===== src/rtl/sigmul_rr_scheduler.sv =====
// sigmul_rr_scheduler
// Shares one combinational significand multiplier between two FMA lanes.
// The winning lane's operands are registered onto mul_a/mul_b, and the lane id
// and tag travel down a fixed-latency pipeline beside the sum/carry result.
// Each lane gets its result back through a credit-protected FWFT FIFO.
// Optional build macro SIGMUL_SCHED_STATS_EN adds saturating issue/stall counters.

module sigmul_rr_scheduler #(
    parameter int SIG_WIDTH = 23,
    parameter int LATENCY   = 2,
    parameter int TAG_W     = 4
) (
    input  logic                   clk,
    input  logic                   rst,
    input  logic                   req0_valid,
    output logic                   req0_ready,
    input  logic [SIG_WIDTH:0]     req0_a,
    input  logic [SIG_WIDTH:0]     req0_b,
    input  logic [TAG_W-1:0]       req0_tag,
    input  logic                   req1_valid,
    output logic                   req1_ready,
    input  logic [SIG_WIDTH:0]     req1_a,
    input  logic [SIG_WIDTH:0]     req1_b,
    input  logic [TAG_W-1:0]       req1_tag,
    output logic [SIG_WIDTH:0]     mul_a,
    output logic [SIG_WIDTH:0]     mul_b,
    input  logic [2*SIG_WIDTH+3:0] mul_sum,
    input  logic [2*SIG_WIDTH+3:0] mul_carry,
    output logic                   rsp0_valid,
    input  logic                   rsp0_ready,
    output logic [2*SIG_WIDTH+3:0] rsp0_sum,
    output logic [2*SIG_WIDTH+3:0] rsp0_carry,
    output logic [TAG_W-1:0]       rsp0_tag,
    output logic                   rsp1_valid,
    input  logic                   rsp1_ready,
    output logic [2*SIG_WIDTH+3:0] rsp1_sum,
    output logic [2*SIG_WIDTH+3:0] rsp1_carry,
    output logic [TAG_W-1:0]       rsp1_tag
`ifdef SIGMUL_SCHED_STATS_EN
    ,
    output logic [15:0]            stat_issue0,
    output logic [15:0]            stat_issue1,
    output logic [15:0]            stat_stall
`endif
);

    localparam int RES_W = 2*SIG_WIDTH+4;
    localparam int DEPTH = LATENCY+1;
    localparam int PTR_W = $clog2(DEPTH);
    localparam int CNT_W = $clog2(DEPTH+1);

    logic [1:0]       req_valid, rsp_ready, elig, grant, push, pop, rsp_avail;
    logic [CNT_W-1:0] credit [2];
    logic             last_grant, accept, win;

    assign req_valid = {req1_valid, req0_valid};
    assign rsp_ready = {rsp1_ready, rsp0_ready};

    // Eligibility and round-robin grant; a lane out of credit never wins.
    always_comb begin
        // NOTE: every always_comb output gets a default first so no latch is inferred.
        elig  = '0;
        grant = '0;
        if (!rst) begin
            for (int n = 0; n < 2; n++) elig[n] = req_valid[n] && (credit[n] != '0);
        end
        grant[0] = elig[0] && (!elig[1] || last_grant);
        grant[1] = elig[1] && (!elig[0] || !last_grant);
    end

    assign accept     = |grant;
    assign win        = grant[1];
    assign req0_ready = grant[0];
    assign req1_ready = grant[1];

    // Operand register and round-robin pointer; both move only on an accept.
    always_ff @(posedge clk or posedge rst) begin
        if (rst) begin
            mul_a      <= '0;
            mul_b      <= '0;
            last_grant <= 1'b1;
        end else if (accept) begin
            // NOTE: sequential state uses non-blocking assignments so every flop samples pre-edge values.
            mul_a      <= win ? req1_a : req0_a;
            mul_b      <= win ? req1_b : req0_b;
            last_grant <= win;
        end
    end

    logic             c_valid [LATENCY];
    logic             c_id    [LATENCY];
    logic [TAG_W-1:0] c_tag   [LATENCY];

    // Control pipeline: valid, lane id and tag ride alongside the result.
    always_ff @(posedge clk or posedge rst) begin
        if (rst) begin
            for (int k = 0; k < LATENCY; k++) begin
                c_valid[k] <= 1'b0;
                c_id[k]    <= 1'b0;
                c_tag[k]   <= '0;
            end
        end else begin
            c_valid[0] <= accept;
            c_id[0]    <= win;
            c_tag[0]   <= win ? req1_tag : req0_tag;
            for (int k = 1; k < LATENCY; k++) begin
                c_valid[k] <= c_valid[k-1];
                c_id[k]    <= c_id[k-1];
                c_tag[k]   <= c_tag[k-1];
            end
        end
    end

    logic [RES_W-1:0] wr_sum, wr_carry;

    generate
        if (LATENCY == 1) begin : g_direct
            assign wr_sum   = mul_sum;
            assign wr_carry = mul_carry;
        end else begin : g_stages
            logic [RES_W-1:0] d_sum   [LATENCY-1];
            logic [RES_W-1:0] d_carry [LATENCY-1];

            // Result stages: sample the multiplier one edge after issue, then shift.
            // NOTE: datapath and storage registers carry no reset; the control valids qualify them.
            always_ff @(posedge clk) begin
                d_sum[0]   <= mul_sum;
                d_carry[0] <= mul_carry;
                for (int k = 1; k < LATENCY-1; k++) begin
                    d_sum[k]   <= d_sum[k-1];
                    d_carry[k] <= d_carry[k-1];
                end
            end

            assign wr_sum   = d_sum[LATENCY-2];
            assign wr_carry = d_carry[LATENCY-2];
        end
    endgenerate

    assign push = {c_valid[LATENCY-1] & c_id[LATENCY-1], c_valid[LATENCY-1] & ~c_id[LATENCY-1]};
    assign pop  = rsp_avail & rsp_ready;

    logic [RES_W-1:0] f_sum   [2][DEPTH];
    logic [RES_W-1:0] f_carry [2][DEPTH];
    logic [TAG_W-1:0] f_tag   [2][DEPTH];
    logic [PTR_W-1:0] rd_ptr  [2];
    logic [PTR_W-1:0] wr_ptr  [2];
    logic [CNT_W-1:0] count   [2];

    function automatic logic [PTR_W-1:0] ptr_next(input logic [PTR_W-1:0] p);
        return (p == PTR_W'(DEPTH-1)) ? '0 : p + PTR_W'(1);
    endfunction

    // FIFO storage writes.
    always_ff @(posedge clk) begin
        for (int n = 0; n < 2; n++) begin
            if (push[n]) begin
                f_sum[n][wr_ptr[n]]   <= wr_sum;
                f_carry[n][wr_ptr[n]] <= wr_carry;
                f_tag[n][wr_ptr[n]]   <= c_tag[LATENCY-1];
            end
        end
    end

    // FIFO pointers, occupancy and per-lane credits (issue takes one, pop returns one).
    always_ff @(posedge clk or posedge rst) begin
        if (rst) begin
            for (int n = 0; n < 2; n++) begin
                rd_ptr[n] <= '0;
                wr_ptr[n] <= '0;
                count[n]  <= '0;
                credit[n] <= CNT_W'(DEPTH);
            end
        end else begin
            for (int n = 0; n < 2; n++) begin
                assert (!(push[n] && count[n] == CNT_W'(DEPTH)));
                if (push[n]) wr_ptr[n] <= ptr_next(wr_ptr[n]);
                if (pop[n])  rd_ptr[n] <= ptr_next(rd_ptr[n]);
                count[n]  <= count[n] + CNT_W'(push[n]) - CNT_W'(pop[n]);
                credit[n] <= credit[n] + CNT_W'(pop[n]) - CNT_W'(grant[n]);
            end
        end
    end

    assign rsp_avail  = {count[1] != '0, count[0] != '0};
    assign rsp0_valid = rsp_avail[0];
    assign rsp1_valid = rsp_avail[1];
    assign rsp0_sum   = rsp_avail[0] ? f_sum[0][rd_ptr[0]]   : '0;
    assign rsp0_carry = rsp_avail[0] ? f_carry[0][rd_ptr[0]] : '0;
    assign rsp0_tag   = rsp_avail[0] ? f_tag[0][rd_ptr[0]]   : '0;
    assign rsp1_sum   = rsp_avail[1] ? f_sum[1][rd_ptr[1]]   : '0;
    assign rsp1_carry = rsp_avail[1] ? f_carry[1][rd_ptr[1]] : '0;
    assign rsp1_tag   = rsp_avail[1] ? f_tag[1][rd_ptr[1]]   : '0;

`ifdef SIGMUL_SCHED_STATS_EN
    logic stall_any;
    assign stall_any = (req0_valid && credit[0] == '0) || (req1_valid && credit[1] == '0);

    // Saturating accept and stall counters.
    always_ff @(posedge clk or posedge rst) begin
        if (rst) begin
            stat_issue0 <= '0;
            stat_issue1 <= '0;
            stat_stall  <= '0;
        end else begin
            if (grant[0] && stat_issue0 != 16'hFFFF) stat_issue0 <= stat_issue0 + 16'd1;
            if (grant[1] && stat_issue1 != 16'hFFFF) stat_issue1 <= stat_issue1 + 16'd1;
            if (stall_any && stat_stall != 16'hFFFF) stat_stall  <= stat_stall + 16'd1;
        end
    end
`endif

endmodule

===== config.mk =====
export PLATFORM = sky130hd
export DESIGN_NAME = sigmul_rr_scheduler
export DESIGN_NICKNAME = d
export VERILOG_FILES = /design/src/rtl/sigmul_rr_scheduler.sv
export SDC_FILE = /design/constraint.sdc
export NUM_CORES = 1
export LEC_CHECK = 0
export BUFFER_PORTS_ARGS = -buffer_cell sky130_fd_sc_hd__buf_4
export CAP_MARGIN = 40
export CORE_MARGIN = 2
export CORE_UTILIZATION = 50
export DETAILED_ROUTE_END_ITERATION = 8
export PLACE_DENSITY = 0.73
export REMOVE_ABC_BUFFERS = 1
export SETUP_SLACK_MARGIN = 0.05
export SLEW_MARGIN = 20
export SYNTH_ARGS = -nofsm -noshare
export SYNTH_HDL_FRONTEND = slang
export SYNTH_SLANG_ARGS = --single-unit

===== constraint.sdc =====
create_clock -name clk -period 15.5 [get_ports clk]
set_input_delay 3.1 -clock clk [delete_from_list [all_inputs] [get_ports clk]]
set_output_delay 3.1 -clock clk [all_outputs]
set_load 0.01 [all_outputs]

### After elaboration in Yosys (flattened, before gate mapping)

Memory sizes are Yosys's and may differ from the RTL's.
Cells that the tools add are included.

* $lt $le $gt $ge: 6
* add/sub/neg operators: 12
* bitwise logic cells: 8
* reductions and logical operators: 19
* mux-type cells: 55
* equal/unequal tests: 4

Operators with widths (count)
* two-way mux 150 bit: 6
* two-way mux 50 bit: 14
* binary-select mux 50 bit (select 2 bit): 4
* OR reduction 150 bit: 2
* demux 50 bit (select 2 bit): 2
* two-way mux 12 bit: 4
* two-way mux 24 bit: 2
* two-way mux 4 bit: 9
* binary-select mux 4 bit (select 2 bit): 2
* demux 4 bit (select 2 bit): 2
* >= comparator 3 bit, second input constant: 4
* inverter 2 -> 3 bit: 4
* OR reduction 12 bit: 1
* two-way mux 2 bit: 5
* adder 2 x 1 -> 2 bit: 4
* adder 2 x 1 -> 2 bit, second input constant: 4
* == test 2 bit, second input constant: 4
* nonzero test 2 bit: 4
* subtractor 2 x 1 -> 2 bit: 4
* logical AND 1 bit: 6
* less-than comparator 3 x 1 -> 1 bit, second input constant: 2
* two-way mux 1 bit: 5
* logical NOT 1 bit: 3
* bitwise AND 1 bit: 2
* other kinds (4): 5

* memory bits (writable): 724
* memories kept: 5
* output and inout bits: 260
* logic and storage cells: 126
* bits of input ports: 210
* register bits after elaboration: 77

Memory list
* f_carry: words 2, bits a word 150, read ports 2, clocked after memory_dff 0, wr ports 1, RTL line 144 `logic [RES_W-1:0] f_carry [2][DEPTH];`
* f_sum: words 2, bits a word 150, read ports 2, clocked after memory_dff 0, wr ports 1, RTL line 143 `logic [RES_W-1:0] f_sum [2][DEPTH];`
* g_stages.d_carry: words 1, bits a word 50, read ports 1, clocked after memory_dff 0, wr ports 1, RTL line 122 `logic [RES_W-1:0] d_carry [LATENCY-1];`
* g_stages.d_sum: words 1, bits a word 50, read ports 1, clocked after memory_dff 0, wr ports 1, RTL line 121 `logic [RES_W-1:0] d_sum [LATENCY-1];`
* f_tag: words 2, bits a word 12, read ports 2, clocked after memory_dff 0, wr ports 1, RTL line 145 `logic [TAG_W-1:0] f_tag [2][DEPTH];`

### Logic depth before layout (Yosys ltp)

* word-level depth: 8
* mapped depth: 8
* gate-level depth less buffers: 7

### Worst setup path before layout

No wires, ideal clock.

* path kind: register to register
* start point: reg c_id[0] in the netlist's numbering
* end point: mem f_carry[0][50] in the netlist's numbering, enable pin
* cell stages (with the launch flop): 3
* data required time: 14.782 ns
* path buffers: 0
* period minus slack after synthesis: 8.946 ns
* data arrival time: 8.228 ns
* setup slack: 6.554 ns
* cells stage by stage: dfrtp_1 nand2b_1 nor3b_1

* cells in the longest elaborated chain, start to end: 5

Ends and longest elaborated chain
* start: declaration: RTL line 91 `logic c_id [LATENCY];`
* start signal: indexed assignment: RTL line 108 `c_id[k] <= c_id[k-1];`
* bitwise AND 1 bit or inverter 1 bit (tied branches): RTL line 140 `assign push = {c_valid[LATENCY-1] & c_id[LATENCY-1], c_valid[LATENCY-1] & ~c_id[LATENCY-1]};`
* two-way mux 1 bit or bitwise AND 1 bit (tied branches): RTL line 157, 140
* two-way mux 150 bit (implied by the code) or two-way mux 1 bit (tied branches): RTL line 159, 157
* OR reduction 150 bit (no line) or two-way mux 150 bit (tied branches)
* two-way mux 1 bit (no line) or two-way mux 150 bit (tied branches)
* end: declaration: RTL line 144

Several ways; a longest one is shown, not always the timed one.

### Worst setup path in the final report

* start point: in rst
* end point: out req0_ready

* cells in the longest elaborated chain, start to end: 4

Ends and longest elaborated chain
* start: declaration: RTL line 14 `input logic rst,`
* two-way mux 2 bit *: RTL line 64 `if (!rst) begin`
* logical NOT 1 bit: RTL line 67 `grant[0] = elig[0] && (!elig[1] || last_grant);`
* logical OR 1 bit: RTL line 67
* logical AND 1 bit *: RTL line 67
* end: declaration: RTL line 16 `output logic req0_ready,`

Mark *: on every way between the ends. The rest lies on a longest branch, timed or not.

==> summary.md <==
| Metric | Value |
|---|---|
| Dpl ws | `8110 ps` |
| WP data arrival | `4300 ps` |
| Largest family of logic cells by synthesized area | `simple AND/OR/NAND/NOR gates` |
| Buf/Inv on CP | `3` |
| CTS tree | `built` |
| DRC violations left | `0` |
| Max Cap Violations | `0` |
| Critical-path top delay cell | `buf_4` |
| Grt total ovfl | `0` |
| # fillers | `4238` |
| Largest net degree at the start of global routing | `105` |
| Top FF cell, synth | `edfxtp_1` |
| Syn. warnings | `0` |
| Antenna violations before repair | `4` |
| Crit path kind | `input pin to primary output` |
| Number of levels in the clock H-tree | `3` |
| Routed WL per cell | `22.4 um` |
| Worst-margin pin slew | `861 ps` |
| Vias | `18.0k` |
| Hold-fix buffers at CTS | `0` |
| Num rows | `89` |
| IO Pins | `470` |
| Vias in the first global route | `18.7k` |
| Final setup vio count | `0` |
| FMAX | `135 MHz` |
| Share of layout cells above drive strength 1 | `0.339` |
| TNS Setup | `0 ps` |
| Clk sink count | `801` |
| Core Area | `59100 um^2` |
| Syn Inst Count | `2007` |
| Synth-to-layout area growth | `24.4%` |
| Critical Path Most Common Cell | `buf_4` |
| Post-synth EDFFs | `624` |
| Antenna-violating nets left | `0` |
| Post-Syn Area per Cell | `14.9 um^2` |
| Crit end category | `primary output` |
| Number of buffers created by CTS | `81` |
| Setup ws final | `8100 ps` |
| Largest delay contributor family on the critical path | `buffers and inverters` |
| Clock Pin Slew Worst Setup and Hold Paths | `60 ps` |
| Fin Clk Skew | `15.0 ps` |
| Status | `complete, no violations` |
| Worst Hold Class | `flop to flop` |
| XOR/XNOR Fraction of Synth Area | `0.00234` |
| Post-cts sizing count | `0` |
| Die width | `249 um` |
| Register area | `22700 um^2` |
| Detailed placement HPWL | `43.3 mm` |
| Drt initial violations | `1376` |
| Clock root buffer | `clkbuf_16` |
| Post-CTS setup buffer count | `0` |
| Layout Cells excl Fill | `3336` |
| Max-slew violations | `0` |
| Final Cycle Share | `0.478` |
| Vert. Die Dim | `249 um` |
| Drt total wl | `74.8 mm` |
| Biggest cell delay along the critical path | `470 ps` |
| FF+latch count, synth | `801` |
| # nets final | `2708` |
| Synth Area in Adders | `0.00292` |
| Fin crit period | `7400 ps` |
| Placed Area | `34400 um^2` |
| Starting density of the core | `0.507` |
| Synth unique cells | `35` |
| Port Buffers | `469` |
| Via density | `5.40` |
| CP Cell Sequence | `buf_4 > nand2b_4 > a311oi_4 > buf_4 > buf_4` |
| First-pass GRT wire length | `111 mm` |
| Leakage | `14.7 nW` |
| First drt pass iteration count | `5` |
| Slew headroom | `0.426` |
| Area taken by multi-input logic gates | `6230 um^2` |
| Syn Std Cell Area | `30000 um^2` |
| VDD IR max | `0.140 mV` |
| Layout Utilization | `0.631` |
| Critical path fanouts, max | `50` |
| RD Place Congestion | `0.891` |
| Fin area | `37300 um^2` |
| Placed cells | `3177` |
| Sequential cell area fraction in the yosys report | `0.756` |
| Critical path launch point type | `input pin` |
| CP required | `12400 ps` |
| Post-Synth Simple-Gate Area | `0.0739` |
| GRT Total Usage | `0.238` |
| Compound-Gate Fraction of Synth Area | `0.0546` |
| CTS max path bufs | `3` |
| Die area | `62000 um^2` |
| Power Density | `194 nW/um^2` |
| RSZ-0062 raised after global routing | `false` |
| Clk_lat worst skew | `620 ps` |
| Final hold violations | `0` |
| Multiplexer share of the synthesized area | `0.0713` |
| Ys async rst share | `0.0961` |
==> cells in the mapped netlist (2+ instances only) <==
| cell | count | area [um^2] |
|---|---|---|
| a21o_1 | 6 | 45.0 |
| a21oi_1 | 207 | 1040 |
| a222oi_1 | 48 | 480 |
| buf_2 | 36 | 180 |
| buf_4 | 3 | 22.5 |
| buf_6 | 14 | 158 |
| clkbuf_1 | 55 | 206 |
| dfrtp_1 | 72 | 1800 |
| dfstp_2 | 5 | 131 |
| dfxtp_1 | 100 | 2000 |
| edfxtp_1 | 624 | 18700 |
| ha_1 | 7 | 87.6 |
| inv_1 | 160 | 601 |
| mux2_2 | 5 | 56.3 |
| mux2i_1 | 208 | 2080 |
| nand2_1 | 211 | 792 |
| nand3_1 | 2 | 10.0 |
| nor2_1 | 4 | 15.0 |
| nor2b_1 | 2 | 12.5 |
| nor3_1 | 4 | 20.0 |
| nor3b_1 | 5 | 37.5 |
| o21ai_0 | 4 | 20.0 |
| or2_1 | 8 | 50.1 |
| or2_2 | 200 | 1250 |
| xnor2_1 | 6 | 52.6 |
| xor2_1 | 2 | 17.5 |
==> cell usage in the layout (no fill, tap or decap), types with 2 or more instances in the layout <==
cell type / Yosys / routed
dfxtp_1: 100 / 100
clkinv_2: 0 / 17
a222oi_1: 48 / 48
diode_2: 0 / 3
nand3_1: 2 / 2
a21o_1: 6 / 6
nand2_1: 211 / 211
nor3_2: 0 / 2
o21ai_0: 4 / 4
inv_6: 0 / 4
inv_1: 160 / 159
buf_4: 3 / 498
clkbuf_8: 0 / 15
ha_1: 7 / 7
xnor2_1: 6 / 6
nor2_1: 4 / 2
dfrtp_4: 0 / 4
buf_12: 0 / 4
dfstp_2: 5 / 5
clkbuf_16: 0 / 83
nor3b_2: 0 / 4
nor2_4: 0 / 2
mux2_2: 5 / 5
or2_1: 8 / 8
or2_2: 200 / 200
nor2b_4: 0 / 2
xor2_1: 2 / 2
buf_16: 0 / 8
edfxtp_1: 624 / 624
clkinv_1: 0 / 4
bufinv_16: 0 / 8
nor3_1: 4 / 2
a21oi_1: 207 / 207
clkbuf_1: 55 / 19
dfrtp_1: 72 / 68
mux2i_1: 208 / 208
inv_16: 0 / 2
==> state kept, by name (all words and copies together), names as in the netlist <==
| name | count |
|---|---|
| rd_ptr | 4 |
| mul_b | 24 |
| mul_a | 24 |
| c_id | 2 |
| credit | 4 |
| count | 4 |
| f_sum | 300 |
| g_stages.d_sum | 50 |
| wr_ptr | 4 |
| c_tag | 8 |
| g_stages.d_carry | 50 |
| c_valid | 2 |
| last_grant | 1 |
| f_carry | 300 |
| f_tag | 24 |
==> where the power goes <==
part	leakage [nW]	internal, mW	total, mW	switching [mW]
Combinational	5.93	1.08	2.45	1.37
Clock	1.38	1.20	2.00	0.801
Sequential	7.36	2.61	2.80	0.188
==> final timing paths <==
kind	slack [ps]	depth (start not counted)	start	end
setup / recovery	8100	5	rst	req0_ready
hold / removal	350	0	c_tag[7]	c_tag[3]
setup reg to reg	12730	4	rd_ptr[2]	rd_ptr[3]
hold reg to reg	350	0	c_tag[7]	c_tag[3]
max in group asynchronous	12230	4	rst	credit[3]
min in group asynchronous	2380	2	rst	mul_b[6]
==> per-stage QoR <==
step | hold WS (ps) | power (mW)
after global routing | 357 | 7.55
after floorplan | 331 | 4.15
after global placement | 331 | 5.20
after CTS | 348 | 7.28
after detailed placement | 335 | 5.28
final | 348 | 7.25
==> cells by family after synthesis <==
group | after synthesis
DFF | 801
and+or+nand+nor | 439
AOI/OAI and AO/OA | 270
buffers and inverters | 269
muxes | 213
xor gates and xnor gates | 8
adders and majority gates | 7
==> cell type report <==
cell class	instances	area share
flip-flops and latches	801	0.608
multi-input cells	937	0.167
repair buffers	510	0.108
clock buffers	117	0.0631
well taps	773	0.0259
inverters	160	0.0161
clock inverters	35	0.0112
diodes	3	0.000201
==> layer usage <==
metal	global-route usage	part of all wire
met1	0.302	0.40
met2	0.402	0.50
met3	0.0520	0.075
met4	0.0902	0.028
met5	0	0.00013
==> worst reg2reg max path: cells and delay by family, from the launching register on <==
family / cells / cell delay (ps)
flops: 1 / 820
simple gates: 1 / 260
buf+inv: 2 / 1340
mux: 1 / 280
Note: power is estimated with default switching activity, not from simulation.
